## config.mk

```make
export PLATFORM = sky130hd
export DESIGN_NAME = drive_arbiter
export DESIGN_NICKNAME = d
export VERILOG_FILES = /design/src/rtl/drive_pkg.sv /design/src/rtl/drive_timer.sv /design/src/rtl/drive_arbiter.sv
export SDC_FILE = /design/constraint.sdc
export NUM_CORES = 1
export LEC_CHECK = 0
export CAP_MARGIN = 0
export CORE_UTILIZATION = 45
export CTS_CLUSTER_DIAMETER = 200
export DETAILED_ROUTE_END_ITERATION = 16
export HOLD_SLACK_MARGIN = 0.03
export MAX_ROUTING_LAYER = met4
export PLACE_DENSITY = 0.9
export SYNTH_ARGS = -nofsm -noshare
export SYNTH_HDL_FRONTEND = slang
export SYNTH_SLANG_ARGS = --single-unit
```

## constraint.sdc

```tcl
create_clock -name clk -period 6.7 [get_ports clk]
set_clock_uncertainty 0.15 [all_clocks]
set_input_delay 1.675 -clock clk [delete_from_list [all_inputs] [get_ports clk]]
set_output_delay 1.675 -clock clk [all_outputs]
set_load 0.005 [all_outputs]
```

## src/rtl/drive_pkg.sv

```systemverilog
// Shared types and constants for the drivetrain arbiter slice.
// Holds the FSM state encoding, the default duty width and requester indices.
package drive_pkg;

    localparam int DUTY_W_DEF = 8;

    localparam int REQ_AVOID  = 0;
    localparam int REQ_LINE   = 1;
    localparam int REQ_REMOTE = 2;

    typedef enum logic [2:0] {
        ST_IDLE     = 3'd0,
        ST_RUN      = 3'd1,
        ST_DEADTIME = 3'd2,
        ST_FAULT    = 3'd3,
        ST_PAUSE    = 3'd4
    } state_e;

endpackage

```

## src/rtl/drive_timer.sv

```systemverilog
// Loadable down-counter shared by the dead-time and pause intervals.
// Counts down to zero and rests there until the next load.
module drive_timer #(
    parameter int CNT_W = 17
) (
    input  logic             clk,
    input  logic             reset,
    input  logic             load,
    input  logic [CNT_W-1:0] load_val,
    output logic             zero
);

    logic [CNT_W-1:0] cnt_r;

    // Count register: load wins over decrement, saturates at zero.
    always_ff @(posedge clk or posedge reset) begin
        if (reset) begin
            cnt_r <= '0;
        end else if (load) begin
            cnt_r <= load_val;
        end else if (cnt_r != '0) begin
            cnt_r <= cnt_r - CNT_W'(1);
        end else begin
            cnt_r <= cnt_r;
        end
    end

    assign zero = (cnt_r == '0);

endmodule

```

## src/rtl/drive_arbiter.sv

```systemverilog
// Drivetrain arbiter: fixed-priority grant of three requesters, dead time on
// direction reversal, and fault/pause sequencing of the motor enable.
module drive_arbiter
    import drive_pkg::*;
#(
    parameter int PAUSE_CYCLES    = 80000,
    parameter int DEADTIME_CYCLES = 1000,
    parameter int DUTY_W          = DUTY_W_DEF
) (
    input  logic                         clk,
    input  logic                         reset,
    input  logic [1:0]                   Disable,
    input  logic [2:0]                   req,
    input  logic [2:0][1:0]              cmd_dir,
    input  logic [2:0][1:0][DUTY_W-1:0]  cmd_duty,
    output logic [2:0]                   grant,
    output logic                         dir_l,
    output logic                         dir_r,
    output logic [DUTY_W-1:0]            duty_l,
    output logic [DUTY_W-1:0]            duty_r,
    output logic                         Enable,
    output logic                         Pause,
    output logic [2:0]                   state
);

    localparam int MAX_CYCLES = (PAUSE_CYCLES > DEADTIME_CYCLES) ? PAUSE_CYCLES : DEADTIME_CYCLES;
    localparam int CNT_W      = $clog2(MAX_CYCLES + 1);
    localparam logic [CNT_W-1:0] PAUSE_LOAD = CNT_W'(PAUSE_CYCLES - 1);
    localparam logic [CNT_W-1:0] DEAD_LOAD  = CNT_W'(DEADTIME_CYCLES - 1);

    function automatic logic [2:0] prio_pick(input logic [2:0] r);
        logic [2:0] w;
        if (r[REQ_AVOID]) begin
            w = 3'b001;
        end else if (r[REQ_LINE]) begin
            w = 3'b010;
        end else if (r[REQ_REMOTE]) begin
            w = 3'b100;
        end else begin
            w = 3'b000;
        end
        return w;
    endfunction

    state_e              state_r, state_n_s;
    logic [2:0]          grant_r, grant_n_s;
    logic [1:0]          dir_r_s;
    logic                dir_l_r, dir_r_r;
    logic [1:0]          dir_n_s;
    logic [DUTY_W-1:0]   duty_l_r, duty_r_r, duty_l_n_s, duty_r_n_s;
    logic                enable_r, enable_n_s;
    logic                pause_r, pause_n_s;
    logic [1:0]          pend_dir_r, pend_dir_n_s;
    logic                tmr_load_s, tmr_zero_s;
    logic [CNT_W-1:0]    tmr_val_s;

    logic [2:0]          win_s;
    logic [1:0]          win_dir_s;
    logic [DUTY_W-1:0]   win_duty_l_s, win_duty_r_s;
    logic                any_req_s, fault_s;

    assign any_req_s = |req;
    assign fault_s   = |Disable;
    assign dir_r_s   = {dir_r_r, dir_l_r};

    drive_timer #(.CNT_W(CNT_W)) u_timer (
        .clk      (clk),
        .reset    (reset),
        .load     (tmr_load_s),
        .load_val (tmr_val_s),
        .zero     (tmr_zero_s)
    );

    // Priority winner and its command, selected by the one-hot grant.
    always_comb begin
        win_s = prio_pick(req);
        case (win_s)
            3'b001: begin
                win_dir_s    = cmd_dir[REQ_AVOID];
                win_duty_l_s = cmd_duty[REQ_AVOID][0];
                win_duty_r_s = cmd_duty[REQ_AVOID][1];
            end
            3'b010: begin
                win_dir_s    = cmd_dir[REQ_LINE];
                win_duty_l_s = cmd_duty[REQ_LINE][0];
                win_duty_r_s = cmd_duty[REQ_LINE][1];
            end
            3'b100: begin
                win_dir_s    = cmd_dir[REQ_REMOTE];
                win_duty_l_s = cmd_duty[REQ_REMOTE][0];
                win_duty_r_s = cmd_duty[REQ_REMOTE][1];
            end
            default: begin
                win_dir_s    = 2'b00;
                win_duty_l_s = '0;
                win_duty_r_s = '0;
            end
        endcase
    end

    // Next state and next output values; outputs are registered from these.
    always_comb begin
        state_n_s    = state_r;
        grant_n_s    = 3'b000;
        dir_n_s      = dir_r_s;
        duty_l_n_s   = '0;
        duty_r_n_s   = '0;
        enable_n_s   = 1'b0;
        pause_n_s    = 1'b0;
        pend_dir_n_s = pend_dir_r;
        tmr_load_s   = 1'b0;
        tmr_val_s    = '0;

        case (state_r)
            ST_IDLE, ST_RUN: begin
                if (fault_s) begin
                    state_n_s  = ST_FAULT;
                    tmr_load_s = 1'b1;
                end else if (!any_req_s) begin
                    state_n_s = ST_IDLE;
                end else if (win_dir_s == dir_r_s) begin
                    state_n_s  = ST_RUN;
                    grant_n_s  = win_s;
                    duty_l_n_s = win_duty_l_s;
                    duty_r_n_s = win_duty_r_s;
                    enable_n_s = 1'b1;
                end else begin
                    // Reversal: park duties at zero and remember the target dirs.
                    state_n_s    = ST_DEADTIME;
                    grant_n_s    = win_s;
                    enable_n_s   = 1'b1;
                    pend_dir_n_s = win_dir_s;
                    tmr_load_s   = 1'b1;
                    tmr_val_s    = DEAD_LOAD;
                end
            end
            ST_DEADTIME: begin
                if (fault_s) begin
                    state_n_s  = ST_FAULT;
                    tmr_load_s = 1'b1;
                end else if (tmr_zero_s) begin
                    if (any_req_s) begin
                        state_n_s  = ST_RUN;
                        grant_n_s  = win_s;
                        dir_n_s    = win_dir_s;
                        duty_l_n_s = win_duty_l_s;
                        duty_r_n_s = win_duty_r_s;
                        enable_n_s = 1'b1;
                    end else begin
                        state_n_s = ST_IDLE;
                        dir_n_s   = pend_dir_r;
                    end
                end else begin
                    grant_n_s  = win_s;
                    enable_n_s = 1'b1;
                end
            end
            ST_FAULT: begin
                if (fault_s) begin
                    state_n_s = ST_FAULT;
                end else begin
                    state_n_s  = ST_PAUSE;
                    pause_n_s  = 1'b1;
                    tmr_load_s = 1'b1;
                    tmr_val_s  = PAUSE_LOAD;
                end
            end
            ST_PAUSE: begin
                if (fault_s) begin
                    state_n_s  = ST_FAULT;
                    tmr_load_s = 1'b1;
                end else if (tmr_zero_s) begin
                    state_n_s = ST_IDLE;
                end else begin
                    pause_n_s = 1'b1;
                end
            end
            default: begin
                state_n_s = ST_IDLE;
            end
        endcase
    end

    // State and registered outputs.
    always_ff @(posedge clk or posedge reset) begin
        if (reset) begin
            state_r    <= ST_IDLE;
            grant_r    <= 3'b000;
            dir_l_r    <= 1'b1;
            dir_r_r    <= 1'b1;
            duty_l_r   <= '0;
            duty_r_r   <= '0;
            enable_r   <= 1'b0;
            pause_r    <= 1'b0;
            pend_dir_r <= 2'b11;
        end else begin
            state_r    <= state_n_s;
            grant_r    <= grant_n_s;
            dir_l_r    <= dir_n_s[0];
            dir_r_r    <= dir_n_s[1];
            duty_l_r   <= duty_l_n_s;
            duty_r_r   <= duty_r_n_s;
            enable_r   <= enable_n_s;
            pause_r    <= pause_n_s;
            pend_dir_r <= pend_dir_n_s;
        end
    end

    assign grant  = grant_r;
    assign dir_l  = dir_l_r;
    assign dir_r  = dir_r_r;
    assign duty_l = duty_l_r;
    assign duty_r = duty_r_r;
    assign Enable = enable_r;
    assign Pause  = pause_r;
    assign state  = state_r;

endmodule

```

## Word level (Yosys, flattened, before mapping)

Index checks and enable logic that the tools add are counted.

| storage, ports and cells | value |
|---|---|
| register bits after elaboration | 45 |
| bits of input ports | 61 |
| output and inout port bits | 26 |
| word-level logic and storage cells | 91 |

| operators by class | value |
|---|---|
| add/sub/neg operators | 1 |
| equality and inequality tests | 10 |
| mux-type cells | 57 |
| bitwise gates (word level) | 2 |
| reductions and logical operators | 11 |

Operators by type and width:

| kind | count |
|---|---|
| 8-bit two-way mux | 12 |
| 17-bit two-way mux | 3 |
| 8-bit case mux with 3 select lines | 2 |
| 3-bit two-way mux | 12 |
| 17-bit case mux with 2 select lines | 1 |
| 8-bit case mux with 2 select lines | 2 |
| 10-bit two-way mux | 3 |
| 17-bit logical NOT | 1 |
| 17-bit nonzero test | 1 |
| 17-bit by 1-bit subtractor with 17-bit output, second input constant | 1 |
| 1-bit two-way mux | 12 |
| 3-bit case mux with 4 select lines | 1 |
| 3-bit by 2-bit equality test with 1-bit output, second input constant | 3 |
| 2-bit two-way mux | 4 |
| 3-bit by 1-bit equality test with 1-bit output, second input constant | 2 |
| 3-bit equality test, second input constant | 2 |
| 3-bit inequality test, second input constant | 2 |
| 2-bit case mux with 3 select lines | 1 |
| 3-bit case mux with 2 select lines | 1 |
| 2-bit OR reduction | 3 |
| 1-bit case mux with 2 select lines | 2 |
| 4-bit AND reduction | 1 |
| 3-bit logical NOT | 1 |
| 1-bit case mux with 3 select lines | 1 |
| 6 further kinds | 7 |

## Depth between registers and ports, before layout

Gate-level depths: netlist of run 1.

| depth | value |
|---|---|
| word-level depth | 11 |
| depth in mapped cells | 8 |
| gate-level depth less buffers | 6 |

## Hierarchy

A second synthesis of run 1 with hierarchy kept.

| unflattened totals | value |
|---|---|
| cells, all modules | 300 |
| area total of the unflattened synthesis | 2615.0 um^2 |

Modules (own cells, without submodules):

| module | instances | cells an instance | area an instance (um^2) | seq. area each (um^2) |
|---|---|---|---|---|
| drive_arbiter | 1 | 190 | 1579.0 | 705.7 |
| drive_timer | 1 | 110 | 1036.0 | 425.4 |

## Worst setup path after synthesis of run 1

OpenSTA, ideal clock, no wires.

| timing path | value |
|---|---|
| path type | input-to-reg |
| start point | in req[1] |
| end point | reg duty_l_r[2], in the netlist duty_l[2] |
| library setup time | 81 ps |
| data arrival time | 3227 ps |
| required time | 6469 ps |
| slack | 3242 ps |
| stages | 7 |
| path buffers | 2 |
| cells stage by stage | nand3b_1 a32o_1 or4_1 o21ba_1 buf_6 buf_12 nor3_4 |

| on the way | value |
|---|---|
| cells in the longest elaborated chain, start to end | 9 |
| elaborated cells on any way between the ends | 16 |
| those cells by class | eq/ne (4); mux (11); reduce/logical (1) |

RTL lines:

| item | line | RTL |
|---|---|---|
| from (decl) | drive_arbiter.sv:13 | `input logic [2:0] req,` |
| 3-bit two-way mux | drive_arbiter.sv:35 | `end else if (r[REQ_LINE]) begin` |
| 3-bit two-way mux | drive_arbiter.sv:33 | `if (r[REQ_AVOID]) begin` |
| 3-bit equality test (tied with other cells) | drive_arbiter.sv:77 | `case (win_s)` |
| 2-bit case mux with 3 select lines | drive_arbiter.sv:77 |  |
| 2-bit equality test | drive_arbiter.sv:121 | `end else if (win_dir_s == dir_r_s) begin` |
| 8-bit two-way mux | drive_arbiter.sv:121 |  |
| 8-bit two-way mux | drive_arbiter.sv:119 | `end else if (!any_req_s) begin` |
| 8-bit two-way mux | drive_arbiter.sv:116 | `if (fault_s) begin` |
| 8-bit case mux with 2 select lines (*) | drive_arbiter.sv:114 | `case (state_r)` |
| named net duty_l_n_s[2] | drive_arbiter.sv:50 | `logic [DUTY_W-1:0] duty_l_r, duty_r_r, duty_l_n_s, duty_r_n_s;` |
| to (signal assigned) | drive_arbiter.sv:201 | `duty_l_r <= duty_l_n_s;` |
| to (decl) | drive_arbiter.sv:50 |  |

The timed path passes the listed nets; every way through them passes the cells marked *.
A chain may end at the register's enable or synchronous reset.

## Worst setup path after layout of run 1

| timing path | value |
|---|---|
| start point | in req[0] |
| end point | reg duty_l_r[5], in the netlist duty_l[5] |

| on the way | value |
|---|---|
| cells in the longest elaborated chain, start to end | 8 |
| elaborated cells on any way between the ends | 15 |
| those cells by class | eq/ne (4); mux (10); reduce/logical (1) |

RTL lines:

| item | line |
|---|---|
| 3-bit two-way mux | drive_arbiter.sv:33 |
| 3-bit equality test (tied with other cells) | drive_arbiter.sv:77 |
| 2-bit case mux with 3 select lines | drive_arbiter.sv:77 |
| 2-bit equality test | drive_arbiter.sv:121 |
| 8-bit two-way mux | drive_arbiter.sv:121 |
| 8-bit two-way mux | drive_arbiter.sv:119 |
| 8-bit two-way mux | drive_arbiter.sv:116 |
| 8-bit case mux with 2 select lines (*) | drive_arbiter.sv:114 |
| named net duty_l_n_s[5] | drive_arbiter.sv:50 |

Marked as above.

==> run summary, run 1 <==
register area share after synthesis -> 44.5%
largest area contributor in the netlist -> dfrtp_1
normalized max-slew margin -> 39.0%
CP max FO -> 43
CTS tree -> built
Slew Viols, Final -> 0
Clock Power Share -> 19.8%
Via-to-Cell Ratio -> 5.65
ys async rst share -> 100%
GRT met1 Usage -> 26.1%
die area -> 5950 sq um
Post-CTS Hold Buffers -> 0
maximum vdd ir drop -> 164 uV
Mean Syn Cell Area -> 9.30 sq um
Initial DRT Pass Iterations -> 4
Initial Util -> 48.2%
Net count, final -> 417
Final WS setup -> 2510 ps
initial antenna violation count -> 0
CTS Buffer Depth -> 2
critical path launch point type -> input port
Switching Fraction -> 35.5%
Setup TNS Final -> 0 ps
syn_nets -> 335
GRT Residual Overflow -> 0
Lkg Pwr -> 1.37 nW
Std-Cell Rows -> 26
first-pass GRT wire length -> 10,700 microns
GRT met2 Usage -> 39.9%
kind of critical path -> input port to flip-flop
Die W -> 77.1 microns
Least-Margin Pin Slew -> 913 ps
Die Height -> 77.1 microns
root buffer cell -> clkbuf_8
max-cap violation count -> 0
non-filler instance count after layout -> 426
number of synthesized flops with an enable pin -> 0
Yosys reg bits -> 45
CTS Sinks -> 45
pwr/cell area -> 253 nW/um^2
Logic pwr share -> 36.5%
CTS H-tree depth -> 2
synthesis warning total -> 0
io pins -> 87
top cell type's share of synthesized area -> 40.4%
Design Area, Final -> 3530 sq um
Synth area leaders -> dfrtp_1, a21oi_1, dfstp_2
Tcrit/Tclk final -> 62.5%
Int Pwr -> 0.000576 W
post-synthesis cell type count -> 53
Post-DP Area -> 3430 sq um
GP Congestion -> 0.798
Num CTS Buffers -> 5
hold crit path type -> flip-flop to flip-flop
# port buffers -> 86
Worst-Skew Late Latency -> 300 ps
layout cells sized above 1 -> 9.55%
Syn Inst Count -> 273
post-detailed-route wirelength per cell -> 14.9 microns
post-CTS setup buffer count -> 0
Final Hold Viols -> 0
Synth Flop Type -> dfrtp_1
detailed placer's ending HPWL -> 4700 microns
Total Routing Usage GR -> 23.5%
GR Util met3 -> 7.02%
mapped cell area -> 2540 sq um
CTS clk-pin slew, worst paths -> 90 ps
ant diodes -> 0
Layout area overhead -> 39.0%
# DRC -> 0
Final Power -> 0.000893 W
routed via count -> 2,406
DRT iter0 DRCs -> 114
pre-CTS setup slack -> 2180 ps
pin count of the biggest net entering global routing -> 46
Post-CTS Resized -> 0
status -> complete, no violations
vias in the first global route -> 2,328
Final ANT Viol Nets -> 0
P_sw -> 0.000317 W
CORE AREA -> 5270 sq um
Tmin final -> 4190 ps
drt total wl -> 6350 microns
fmax -> 0.239 GHz
gr busiest metal -> met2
final setup fails -> 0
Worst EP required -> 6760 ps
Arrival @ worst endpoint -> 4250 ps
Setup crit end kind -> flip-flop
Placed Instances -> 418
RSZ-0062 raised after global routing -> false
sequential power share -> 43.7%
## kinds of logic (layout without fill, tap and decap cells)
family / Yosys count / in the layout / synth area share, %
adder cells (fa/ha/maj): 1 / 1 / 0.493
AO/OA/AOI/OAI: 89 / 89 / 21.7
multiplexers: 3 / 3 / 1.28
buffers and inverters: 21 / 104 / 4.04
XOR/XNOR: 13 / 13 / 4.48
AND/OR/NAND/NOR: 101 / 101 / 23.4
flip-flops: 45 / 45 / 44.5
## synthesized netlist by cell type, types with 2 or more instances
library cell,number
nor2b_1,5
buf_1,3
nor3_2,9
a22oi_1,9
a211oi_1,3
dfrtp_1,41
a32o_1,2
nor2_1,25
nand3b_1,9
nand2_1,17
dfstp_2,4
o21ai_0,16
nand3_1,2
a21oi_1,38
a31oi_1,4
inv_1,7
o22ai_1,2
clkbuf_1,9
nand2b_1,2
o221ai_1,2
nor3_1,15
xor2_1,2
nand4_1,2
mux2_2,2
nor4_1,2
nor3b_1,2
o211ai_1,2
a2bb2oi_1,2
xnor2_1,11
## cell usage in the layout, fill, tap and decap left out, drive strengths merged, types with 2 or more instances in the layout
cell type | netlist | final
clkinv | 0 | 2
clkdlybuf4s50 | 0 | 86
buf | 5 | 3
mux2 | 2 | 2
nand2 | 17 | 17
a21oi | 38 | 38
and2 | 2 | 2
a31oi | 4 | 4
o21ai | 17 | 17
dfrtp | 41 | 41
xor2 | 2 | 2
nand3 | 2 | 2
nand3b | 9 | 9
o221ai | 2 | 2
nor2 | 25 | 25
a22oi | 9 | 9
xnor2 | 11 | 11
o22ai | 2 | 2
or4 | 2 | 2
clkbuf | 9 | 6
nor2b | 5 | 5
nand4 | 2 | 2
o211ai | 2 | 2
nand2b | 2 | 2
inv | 7 | 7
dfstp | 4 | 4
nor4 | 3 | 3
a2bb2oi | 2 | 2
nor3b | 2 | 2
nor3 | 25 | 25
a211oi | 3 | 3
a32o | 2 | 2
## area by class of cell
| cell class | count | area [sq um] |
|---|---|---|
| fill | 429 | 1740 |
| multi-input combinational | 207 | 1310 |
| clock inverter | 2 | 13.8 |
| tap | 70 | 87.6 |
| inverter | 7 | 26.3 |
| sequential | 45 | 1130 |
| timing repair buffer | 89 | 883 |
| clock buffer | 6 | 82.6 |
## sequential cells by signal (all words and copies together), names as in the netlist
signal and count:
grant 3, pend_dir_r 2, Enable 1, duty_l 8, duty_r 8, state 3, dir_r 1, dir_l 1
Pause 1, u_timer.cnt_r 17
## final timing paths
| check | slack (ps) | startpoint | to | cells past startpoint |
|---|---|---|---|---|
| setup reg to reg | 3960 | u_timer.cnt_r[10]$_DFFE_PP0P_ | duty_l[5]$_DFF_PP0_ | 5 |
| setup / recovery | 2510 | req[0] | duty_l[5]$_DFF_PP0_ | 7 |
| hold / removal | 400 | dir_l$_DFFE_PP1P_ | dir_l$_DFFE_PP1P_ | 2 |
| hold reg to reg | 400 | dir_l$_DFFE_PP1P_ | dir_l$_DFFE_PP1P_ | 2 |
| min in group asynchronous | 1730 | reset | u_timer.cnt_r[0]$_DFFE_PP0P_ | 2 |
| max in group asynchronous | 4090 | reset | u_timer.cnt_r[14]$_DFFE_PP0P_ | 2 |
## power by group through the flow
stage / clock (W) / combinational, W / sequential (W)
after floorplan: 0 / 0.000234 / 0.000378
after global placement: 0 / 0.000313 / 0.000390
after detailed placement: 0 / 0.000325 / 0.000394
after CTS: 0.000179 / 0.000327 / 0.000390
after global routing: 0.000190 / 0.000365 / 0.000398
final: 0.000177 / 0.000326 / 0.000390
## routing by layer
metal,share of wire [%],vias to the layer above
met2,51,93
met5,0,-
met4,1.9,0
met3,7.7,10
li1,-,1163
met1,40,1140
## worst max-delay path, stage by stage
cell and delay, ps:
clkdlybuf4s50_1 470, buf_4 350, nor2b_1 300, a211oi_1 130
or4_1 570, o21ba_1 470, nor3_1 290
## metrics by stage
step	hold WS, ps	utilization, %
floorplan	373	-
global placement	384	65.2
detailed placement	390	65.2
CTS	402	67.0
global route	433	67.0
finish	403	67.0
No activity file was read; power rests on OpenSTA's default activity.
==> run 2, diff against run 1 <==
--- a/config.mk
+++ b/config.mk
@@ -6,12 +6,12 @@
 export NUM_CORES = 1
 export LEC_CHECK = 0
 export CAP_MARGIN = 0
-export CORE_UTILIZATION = 45
+export CORE_UTILIZATION = 41
 export CTS_CLUSTER_DIAMETER = 200
 export DETAILED_ROUTE_END_ITERATION = 16
 export HOLD_SLACK_MARGIN = 0.03
 export MAX_ROUTING_LAYER = met4
-export PLACE_DENSITY = 0.9
+export PLACE_DENSITY = 0.87
 export SYNTH_ARGS = -nofsm -noshare
 export SYNTH_HDL_FRONTEND = slang
 export SYNTH_SLANG_ARGS = --single-unit
==> constraint.sdc (replaced) <==
create_clock -name clk -period 3.4 [get_ports clk]
set_clock_uncertainty 0.15 [all_clocks]
set_input_delay 0.85 -clock clk [delete_from_list [all_inputs] [get_ports clk]]
set_output_delay 0.85 -clock clk [all_outputs]
set_load 0.005 [all_outputs]
==> run 2 against run 1 <==
Against the previous run: non-clock buffer count rose by 11; critical path depth rose by 1; worst setup slack got worse by 2100 ps; critical path type unchanged; largest power group unchanged; highest routed layer unchanged.
==> run summary, run 2 (same netlist as run 1, synthesis figures left out) <==
pin count of the biggest net entering global routing -> 35
post-detailed-route wirelength per cell -> 14.0 microns
r2r setup slk -> 840 ps
Die Height -> 80.7 microns
Via-to-Cell Ratio -> 5.49
Post-CTS Resized -> 0
RSZ-0062 raised after global routing -> false
Net count, final -> 428
Initial Util -> 42.6%
CORE AREA -> 5960 sq um
CTS H-tree depth -> 2
Largest delay share family, worst path -> buffers and inverters
CTS clk-pin slew, worst paths -> 80 ps
status -> complete, no violations
final setup fails -> 0
Slew Viols, Final -> 0
fillers -> 513
Final Hold Viols -> 0
CP max FO -> 10
normalized max-slew margin -> 25.6%
Initial DRT Pass Iterations -> 4
CTS tree -> built
Setup TNS Final -> 0 ps
first-pass GRT wire length -> 10,500 microns
Tcrit/Tclk final -> 89.0%
most frequent cells in the layout -> clkdlybuf4s50_1, dfrtp_1, a21oi_1
pwr/cell area -> 500 nW/um^2
GRT Residual Overflow -> 0
die area -> 6510 sq um
Std-Cell Rows -> 28
CTS Sinks -> 45
fmax -> 0.331 GHz
initial antenna violation count -> 0
non-filler instance count after layout -> 442
most common cell after layout, fill and taps aside -> clkdlybuf4s50_1
Design Area, Final -> 3630 sq um
post-CTS setup buffer count -> 0
hold crit path type -> flip-flop to flip-flop
detailed placer's ending HPWL -> 4810 microns
Post-CTS Hold Buffers -> 0
slowest CP cell -> clkdlybuf4s50_1
kind of critical path -> input port to flip-flop
Die W -> 80.7 microns
Most flops, register -> u_timer.cnt_r
Setup crit end kind -> flip-flop
DRT iter0 DRCs -> 112
Num CTS Buffers -> 5
routed via count -> 2,428
Worst EP required -> 3460 ps
Arrival @ worst endpoint -> 3090 ps
Worst-Skew Late Latency -> 300 ps
max-cap violation count -> 0
# DRC -> 0
drt total wl -> 6210 microns
CTS Buffer Depth -> 2
Layout area overhead -> 43.1%
# port buffers -> 86
Least-Margin Pin Slew -> 1110 ps
Final ANT Viol Nets -> 0
critical path launch point type -> input port
io pins -> 87
Lkg Pwr -> 1.43 nW
Placed Instances -> 434
Largest register FFs -> 17
Total Routing Usage GR -> 21.8%
Tmin final -> 3030 ps
root buffer cell -> clkbuf_8
ant diodes -> 0
crit path buf inv count -> 3
Post-DP Area -> 3520 sq um
slowest stage delay, CP -> 640 ps
layout cells sized above 1 -> 11.7%
Hold WS -> 407 ps
critical-path cell list -> clkdlybuf4s50_1, nor2b_1, a211oi_1, buf_4, o41ai_2, buf_4, o211ai_1, o21ai_0
vias in the first global route -> 2,397
GP Congestion -> 0.840
cell mode on critical path -> buf_4
maximum vdd ir drop -> 313 uV
-- run 2: per-stage QoR --
stage	util, %	power, W	worst slack (ps)
2_1_floorplan	-	0.00120	767
3_3_place_gp	59.2	0.00140	186
3_5_place_dp	59.2	0.00143	80.3
4_1_cts	61.0	0.00183	385
5_1_grt	61.0	0.00194	194
6_report	61.0	0.00182	374
-- run 2: routing by layer --
layer / vias to the layer above / wire [microns] / track usage (%)
met5: - / 0 / -
met4: 0 / 91 / 5.54
met3: 9 / 518 / 8.30
met2: 81 / 3110 / 37.5
met1: 1149 / 2490 / 23.6
li1: 1189 / - / -
-- run 2: tightest hold or removal path: stages (launching register included) --
cell and delay, ps:
dfstp_2 390, a21oi_1 110, a31oi_1 50
-- run 2: worst paths after layout --
path	endpoint	startpoint	cells after the start
max	u_timer.cnt_r[12]$_DFFE_PP0P_	req[0]	8
min	dir_r$_DFFE_PP1P_	dir_r$_DFFE_PP1P_	2
max reg2reg	duty_l[5]$_DFF_PP0_	u_timer.cnt_r[10]$_DFFE_PP0P_	6
min reg2reg	dir_r$_DFFE_PP1P_	dir_r$_DFFE_PP1P_	2
max in group asynchronous	dir_r$_DFFE_PP1P_	reset	3
min in group asynchronous	u_timer.cnt_r[0]$_DFFE_PP0P_	reset	2
-- run 2: layout make-up --
type,count,area (sq um),area share [%]
Clock buffer,6,72.6,2.00
Clock inverter,2,38.8,1.07
Inverter,7,26.3,0.723
Multi-Input combinational cell,207,1310,35.9
Sequential cell,45,1130,31.1
Tap cell,75,93.8,2.58
Timing Repair Buffer,100,966,26.6
-- run 2: where the power goes --
group | switching [W] | internal (W) | leakage, nW
clock network | 0.000175 | 0.000220 | 0.0554
registers | 0.000114 | 0.000652 | 0.589
logic | 0.000322 | 0.000333 | 0.782
total | 0.000611 | 0.00121 | 1.43
==> run 3, diff against run 2 <==
--- a/config.mk
+++ b/config.mk
@@ -12,6 +12,7 @@
 export HOLD_SLACK_MARGIN = 0.03
 export MAX_ROUTING_LAYER = met4
 export PLACE_DENSITY = 0.87
+export SKIP_CTS_REPAIR_TIMING = 1
 export SYNTH_ARGS = -nofsm -noshare
 export SYNTH_HDL_FRONTEND = slang
 export SYNTH_SLANG_ARGS = --single-unit
==> results of run 3 <==
No change in the layout: final DEF, timing and power equal those of run 2.
